$ cat src/rtl/instr_fetch_unit_if.sv
// Fetch-side bus bundle: instruction memory read port, decode handshake,
// and the redirect/halt controls coming back from downstream.
interface instr_fetch_unit_if #(
    parameter int unsigned ADDR_W = 4,
    parameter int unsigned DATA_W = 8
);
    logic              imem_req;
    logic [ADDR_W-1:0] imem_addr;
    logic [DATA_W-1:0] imem_data;
    logic              ins_valid;
    logic [DATA_W-1:0] ins_data;
    logic [ADDR_W-1:0] ins_pc;
    logic              ins_ready;
    logic              redirect;
    logic [ADDR_W-1:0] redirect_pc;
    logic              halt;

    modport master (
        output imem_req, imem_addr, ins_valid, ins_data, ins_pc,
        input  imem_data, ins_ready, redirect, redirect_pc, halt
    );

    modport slave (
        input  imem_req, imem_addr, ins_valid, ins_data, ins_pc,
        output imem_data, ins_ready, redirect, redirect_pc, halt
    );
endinterface

$ cat src/rtl/instr_fetch_unit.sv
// Instruction fetch stage: owns the PC, reads ins_mem one request at a time,
// and queues PC-tagged instructions for decode with redirect/halt support.
module instr_fetch_unit #(
    parameter int unsigned ADDR_W = 4,
    parameter int unsigned DATA_W = 8,
    parameter int unsigned QDEPTH = 2
) (
    input logic                clk,
    input logic                reset,
    instr_fetch_unit_if.master bus
);
    localparam int unsigned CNT_W = $clog2(QDEPTH + 1);
    localparam int unsigned PTR_W = $clog2(QDEPTH);

    logic [ADDR_W-1:0] pc;
    logic [ADDR_W-1:0] tag;
    logic              inflight;
    logic [CNT_W-1:0]  count;
    logic [PTR_W-1:0]  rd_ptr;
    logic [PTR_W-1:0]  wr_ptr;
    logic [DATA_W-1:0] q_data [QDEPTH];
    logic [ADDR_W-1:0] q_pc   [QDEPTH];

    logic              pop;
    logic              push;
    logic              issue;
    logic [CNT_W:0]    occ;

    function automatic logic [PTR_W-1:0] next_ptr(input logic [PTR_W-1:0] p);
        if (p == PTR_W'(QDEPTH - 1)) return '0;
        return p + 1'b1;
    endfunction

    // Occupancy counts the slot reserved by the outstanding request, so the
    // queue can never be overrun by a response.
    always_comb begin
        pop   = (count != '0) & bus.ins_ready;
        push  = inflight & ~bus.redirect;
        occ   = {1'b0, count} + (CNT_W+1)'(inflight) - (CNT_W+1)'(pop);
        issue = ~reset & ~bus.halt & ~bus.redirect & (occ < (CNT_W+1)'(QDEPTH));
    end

    assign bus.imem_req  = issue;
    assign bus.imem_addr = pc;
    assign bus.ins_valid = (count != '0);
    assign bus.ins_data  = q_data[rd_ptr];
    assign bus.ins_pc    = q_pc[rd_ptr];

    always_ff @(posedge clk or posedge reset) begin
        if (reset) begin
            pc       <= '0;
            tag      <= '0;
            inflight <= 1'b0;
            count    <= '0;
            rd_ptr   <= '0;
            wr_ptr   <= '0;
            for (int unsigned i = 0; i < QDEPTH; i++) begin
                q_data[i] <= '0;
                q_pc[i]   <= '0;
            end
        end else if (bus.redirect) begin
            pc       <= bus.redirect_pc;
            inflight <= 1'b0;
            count    <= '0;
            rd_ptr   <= '0;
            wr_ptr   <= '0;
        end else begin
            inflight <= issue;
            if (issue) begin
                pc  <= pc + 1'b1;
                tag <= pc;
            end
            if (push) begin
                q_data[wr_ptr] <= bus.imem_data;
                q_pc[wr_ptr]   <= tag;
                wr_ptr         <= next_ptr(wr_ptr);
            end
            if (pop) rd_ptr <= next_ptr(rd_ptr);
            count <= count + CNT_W'(push) - CNT_W'(pop);
        end
    end

    a_no_push_when_full: assert property (
        @(posedge clk) disable iff (reset) !(push && count == CNT_W'(QDEPTH))
    );
endmodule
$ cat src/flat_wrapper.sv
// flat-port wrapper written by rule: the top's interface ports become plain ports
module instr_fetch_unit_flat 
#(
    parameter int unsigned ADDR_W = 4,
    parameter int unsigned DATA_W = 8,
    parameter int unsigned QDEPTH = 2
)
  (clk, reset, bus_imem_req, bus_imem_addr, bus_ins_valid, bus_ins_data, bus_ins_pc, bus_imem_data, bus_ins_ready, bus_redirect, bus_redirect_pc, bus_halt);
  instr_fetch_unit_if #(.ADDR_W(ADDR_W), .DATA_W(DATA_W)) bus_i ();
  input logic clk;
  input logic reset;
  output wire logic [$bits(bus_i.imem_req)-1:0] bus_imem_req;
  output wire logic [$bits(bus_i.imem_addr)-1:0] bus_imem_addr;
  output wire logic [$bits(bus_i.ins_valid)-1:0] bus_ins_valid;
  output wire logic [$bits(bus_i.ins_data)-1:0] bus_ins_data;
  output wire logic [$bits(bus_i.ins_pc)-1:0] bus_ins_pc;
  input wire logic [$bits(bus_i.imem_data)-1:0] bus_imem_data;
  input wire logic [$bits(bus_i.ins_ready)-1:0] bus_ins_ready;
  input wire logic [$bits(bus_i.redirect)-1:0] bus_redirect;
  input wire logic [$bits(bus_i.redirect_pc)-1:0] bus_redirect_pc;
  input wire logic [$bits(bus_i.halt)-1:0] bus_halt;
  assign bus_imem_req = bus_i.imem_req;
  assign bus_imem_addr = bus_i.imem_addr;
  assign bus_ins_valid = bus_i.ins_valid;
  assign bus_ins_data = bus_i.ins_data;
  assign bus_ins_pc = bus_i.ins_pc;
  assign bus_i.imem_data = bus_imem_data;
  assign bus_i.ins_ready = bus_ins_ready;
  assign bus_i.redirect = bus_redirect;
  assign bus_i.redirect_pc = bus_redirect_pc;
  assign bus_i.halt = bus_halt;
  instr_fetch_unit #(.ADDR_W(ADDR_W), .DATA_W(DATA_W), .QDEPTH(QDEPTH)) u_core (.clk(clk), .reset(reset), .bus(bus_i));
endmodule
$ cat config.mk
export PLATFORM = sky130hd
export DESIGN_NAME = instr_fetch_unit_flat
export DESIGN_NICKNAME = d
export VERILOG_FILES = /design/src/rtl/instr_fetch_unit_if.sv /design/src/rtl/instr_fetch_unit.sv /design/src/flat_wrapper.sv
export SDC_FILE = /design/constraint.sdc
export NUM_CORES = 1
export LEC_CHECK = 0
export ABC_AREA = 1
export CORE_MARGIN = 8
export CORE_UTILIZATION = 50
export DETAILED_ROUTE_END_ITERATION = 8
export PLACE_DENSITY_LB_ADDON = 0.1
export SKIP_LAST_GASP = 1
export SYNTH_ARGS = -nofsm -noshare
export SYNTH_HDL_FRONTEND = slang
export SYNTH_SLANG_ARGS = --single-unit
$ cat constraint.sdc
create_clock -name clk -period 2.7 [get_ports clk]
set_input_delay 0.405 -clock clk [delete_from_list [all_inputs] [get_ports clk]]
set_output_delay 0.405 -clock clk [all_outputs]
set_load 0.005 [all_outputs]
==> results.rst <==
.. list-table::
   :header-rows: 1

   * - Metric
     - Value
   * - N_diodes
     - 0
   * - Buffers plus inverters on the worst setup path
     - 3
   * - Clk sink count
     - 37
   * - Worst path slowest cell
     - fa_1
   * - Via count of the first global-routing pass
     - 1,472
   * - Arr. time, crit path
     - 2.12 ns
   * - F_max
     - 0.395 GHz
   * - Finished layout cell area
     - 0.00239 mm2
   * - Number of hold violations in the final report
     - 0
   * - Share of synthesized area occupied by flip-flops and latches
     - 48.5%
   * - Die H
     - 77.8 um
   * - Peak supply drop
     - 0.426 mV
   * - Syn_nets
     - 242
   * - Fin Hold WS
     - 0.484 ns
   * - Detailed Place HPWL
     - 2.57 mm
   * - Fraction of the core area covered by cells at the end of the flow
     - 65.2%
   * - Top area cells in the synthesized netlist
     - dfrtp_1 48%, nand2_1 17%, o21ai_2 11%, inv_1 4.9%, buf_6 2.9%
   * - Setup repair after global routing missed its margin
     - no
   * - Tightest slew margin relative to the limit
     - 68.2%
   * - I/O pin total
     - 35
   * - CP delay by family, top
     - buffers and inverters
   * - Initial antenna violation count
     - 0
   * - Cells after synthesis
     - 222
   * - Flops & latches, synth
     - 37
   * - Pin count of the biggest net entering global routing
     - 38
   * - Number of detailed-routing iterations run before antenna repair
     - 4
   * - Die area
     - 0.00606 mm2
   * - Floorplan die width
     - 77.8 um
   * - Wire length per cell after detailed routing
     - 11.7 um
   * - Portion of synthesized cell area occupied by the leading cell type
     - 48.5%
   * - Power per unit of standard cell area
     - 611 mW/mm2
   * - Post-synthesis cell type count
     - 22
   * - Number of cells on the worst reg-to-reg path
     - 13
   * - Clock root buffer
     - clkbuf_8
   * - Top-count cell post-synth
     - nand2_1
   * - Routed WL
     - 3.66 mm
   * - Worst path cell trace
     - clkdlybuf4s50_1, nand2_1, inv_1, nor2_1, o21ai_1, fa_1, nand3_4, nor2_4, clkbuf_2
   * - Worst Path Class, Setup
     - in -> out
   * - Filler cells
     - 347
   * - Path category of the worst min-delay check
     - reg -> reg
   * - Worst clock skew
     - 0.00567 ns
   * - Launch instance of the worst min-delay path
     - u_core.q_data[3]
   * - Initial core utilization
     - 52.2%
   * - Grt total ovfl
     - 0
   * - Required time of the critical path
     - 2.30 ns
   * - Setup TNS
     - 0 ns
   * - WHS Endpoint
     - u_core.q_data[3]
   * - Reg area
     - 926 um2
   * - Post-synthesis cell area
     - 0.00191 mm2
   * - Pleak
     - 1.22 nW
   * - Net count of the finished layout
     - 284
   * - Worst slew pin tran
     - 0.476 ns
   * - Site row count
     - 22
   * - Final Setup Violations
     - 0
   * - Detailed router's first-iteration violation count
     - 92
   * - Number of slew-limit violations in the final report
     - 0
   * - Ys Warns
     - 0
   * - CORE AREA
     - 0.00366 mm2
   * - Power consumption
     - 1.46 mW
   * - Top cells by instance count after synthesis
     - 89 x nand2_1, 37 x dfrtp_1, 25 x inv_1, 24 x o21ai_2, 9 x nand3_1
   * - Combined global-route utilization of all metal layers
     - 13.0%
   * - Clock Pin Slew Worst Setup and Hold Paths
     - 0.07 ns
   * - First element of the critical path
     - bus_ins_ready
   * - Later-pin clock latency in the skew report
     - 0.29 ns
   * - Post-Layout Cell Count
     - 313
   * - # Max-Cap Violations
     - 0
   * - Worst reg2reg path endpoint
     - u_core.bus.imem_addr[2]
   * - Final worst path period need
     - 2.53 ns
   * - Post-placement worst setup slack
     - -0.266 ns
   * - EDFF count, synth
     - 0
   * - Crit path capture type
     - output port
   * - Area Growth Syn to Fin
     - 25.0%
   * - Asr flop ratio synth
     - 100%
   * - Number of port buffers
     - 34
   * - Critical-path maximum fanout
     - 3
   * - Slack of the critical path
     - 0.170 ns
   * - Internal reg-to-reg setup slack
     - 0.56 ns
   * - Maximum number of buffers from clock root to sink
     - 2
   * - Mean Syn Cell Area
     - 8.61 um2
   * - Antenna-violating nets left
     - 0
   * - Fraction of final layout cells sized beyond drive strength 1
     - 18.9%
   * - CTS Hold Buffers Added
     - 0
   * - DR vias
     - 1,508
   * - Cell type with the largest total area after synthesis
     - dfrtp_1
   * - First-pass GRT wire length
     - 6.58 mm
   * - Placed cell area
     - 0.00231 mm2
   * - Cell Count Post-Placement
     - 305
   * - Footprint of the multi-input gates
     - 818 um2
   * - Via density per instance
     - 4.82
   * - Startpoint class of the critical path
     - input pin
   * - CTS tree
     - yes
   * - CTS HTree Levels
     - 2
   * - Post-detailed-route DRC marker count
     - 0
   * - Number of CTS-inserted buffers
     - 5
   * - Top_reg_cell synth
     - dfrtp_1
   * - Outcome
     - complete, no violations
   * - Final period util
     - 93.7%
   * - Routability congestion estimate
     - 0.758
   * - Source of the worst register-to-register timing path
     - u_core.count[1]
   * - Delay of the slowest cell on the worst path
     - 0.56 ns
   * - Instance count along the most critical hold path
     - 2
-- cell families after synthesis --
logic type	synth area share (%)
and+or+nand+nor	26.3
DFF	48.5
AOI/OAI and AO/OA	13.6
buffers and inverters	8.84
adders and majority gates	2.36
xor gates and xnor gates	0.458
-- worst max-delay path by stage --
stage | end | slack, ns | cells after the start
global placement | bus_imem_req | -0.22 | 8
CTS | bus_imem_req | 0.01 | 9
detailed placement | bus_imem_req | -0.27 | 8
global route | bus_imem_req | 0.03 | 10
finish | bus_imem_req | 0.17 | 9
floorplan | bus_imem_req | 0.54 | 8
-- area by class of cell --
| class | instances | area share [%] |
|---|---|---|
| Tap cell | 48 | 2.52 |
| Timing Repair Buffer | 42 | 16.6 |
| Inverter | 26 | 4.40 |
| Sequential cell | 37 | 38.8 |
| Clock inverter | 2 | 0.419 |
| Multi-Input combinational cell | 152 | 34.3 |
| Clock buffer | 6 | 3.04 |
-- cells in the final DEF (no fill, tap or decap), drive strengths merged, types with 2 or more instances in the layout --
cell type / instances
inv: 26
dfrtp: 37
buf: 8
clkinv: 2
ha: 2
clkdlybuf4s50: 33
clkbuf: 7
nand2: 93
nor2: 10
nand3: 10
o21ai: 33
-- where the power goes --
| part | internal, mW | leakage (nW) | switching, mW |
|---|---|---|---|
| registers | 0.650 | 0.483 | 0.0549 |
| logic | 0.209 | 0.693 | 0.173 |
| clock network | 0.179 | 0.0450 | 0.194 |
| total | 1.04 | 1.22 | 0.422 |
-- state kept, by name (all words and copies together) (netlist names) --
name and count:
u_core.count 2, u_core.tag 4, u_core.inflight 1, u_core.wr_ptr 1, u_core.rd_ptr 1, u_core.bus.imem_addr 4, u_core.q_pc 8, u_core.q_data 16
-- layer usage --
layer	vias to the layer above	share of wire (%)	track usage [%]
met5	-	0	0
met4	0	1.0	3.96
met1	695	45	15.4
li1	774	-	-
met2	36	48	21.6
met3	3	6.2	4.61
-- worst reg2reg max path, cell delays in order (launching register included) --
cell	delay, ns
dfrtp_1	0.38
inv_1	0.10
nand2_1	0.08
nand2_1	0.11
inv_1	0.06
nor2_1	0.10
o21ai_1	0.08
fa_1	0.56
buf_4	0.14
nand2_2	0.05
nor2_2	0.10
nand2_2	0.11
nand3_1	0.09
nand3_1	0.06
-- what timing repair did --
action	in CTS	in global routing
pin swaps	1	1
cloned	0	0
resized for setup	3	2
buffers inserted	0	0
setup endpoints to repair	1	1
(Power assumes the default switching activity.)
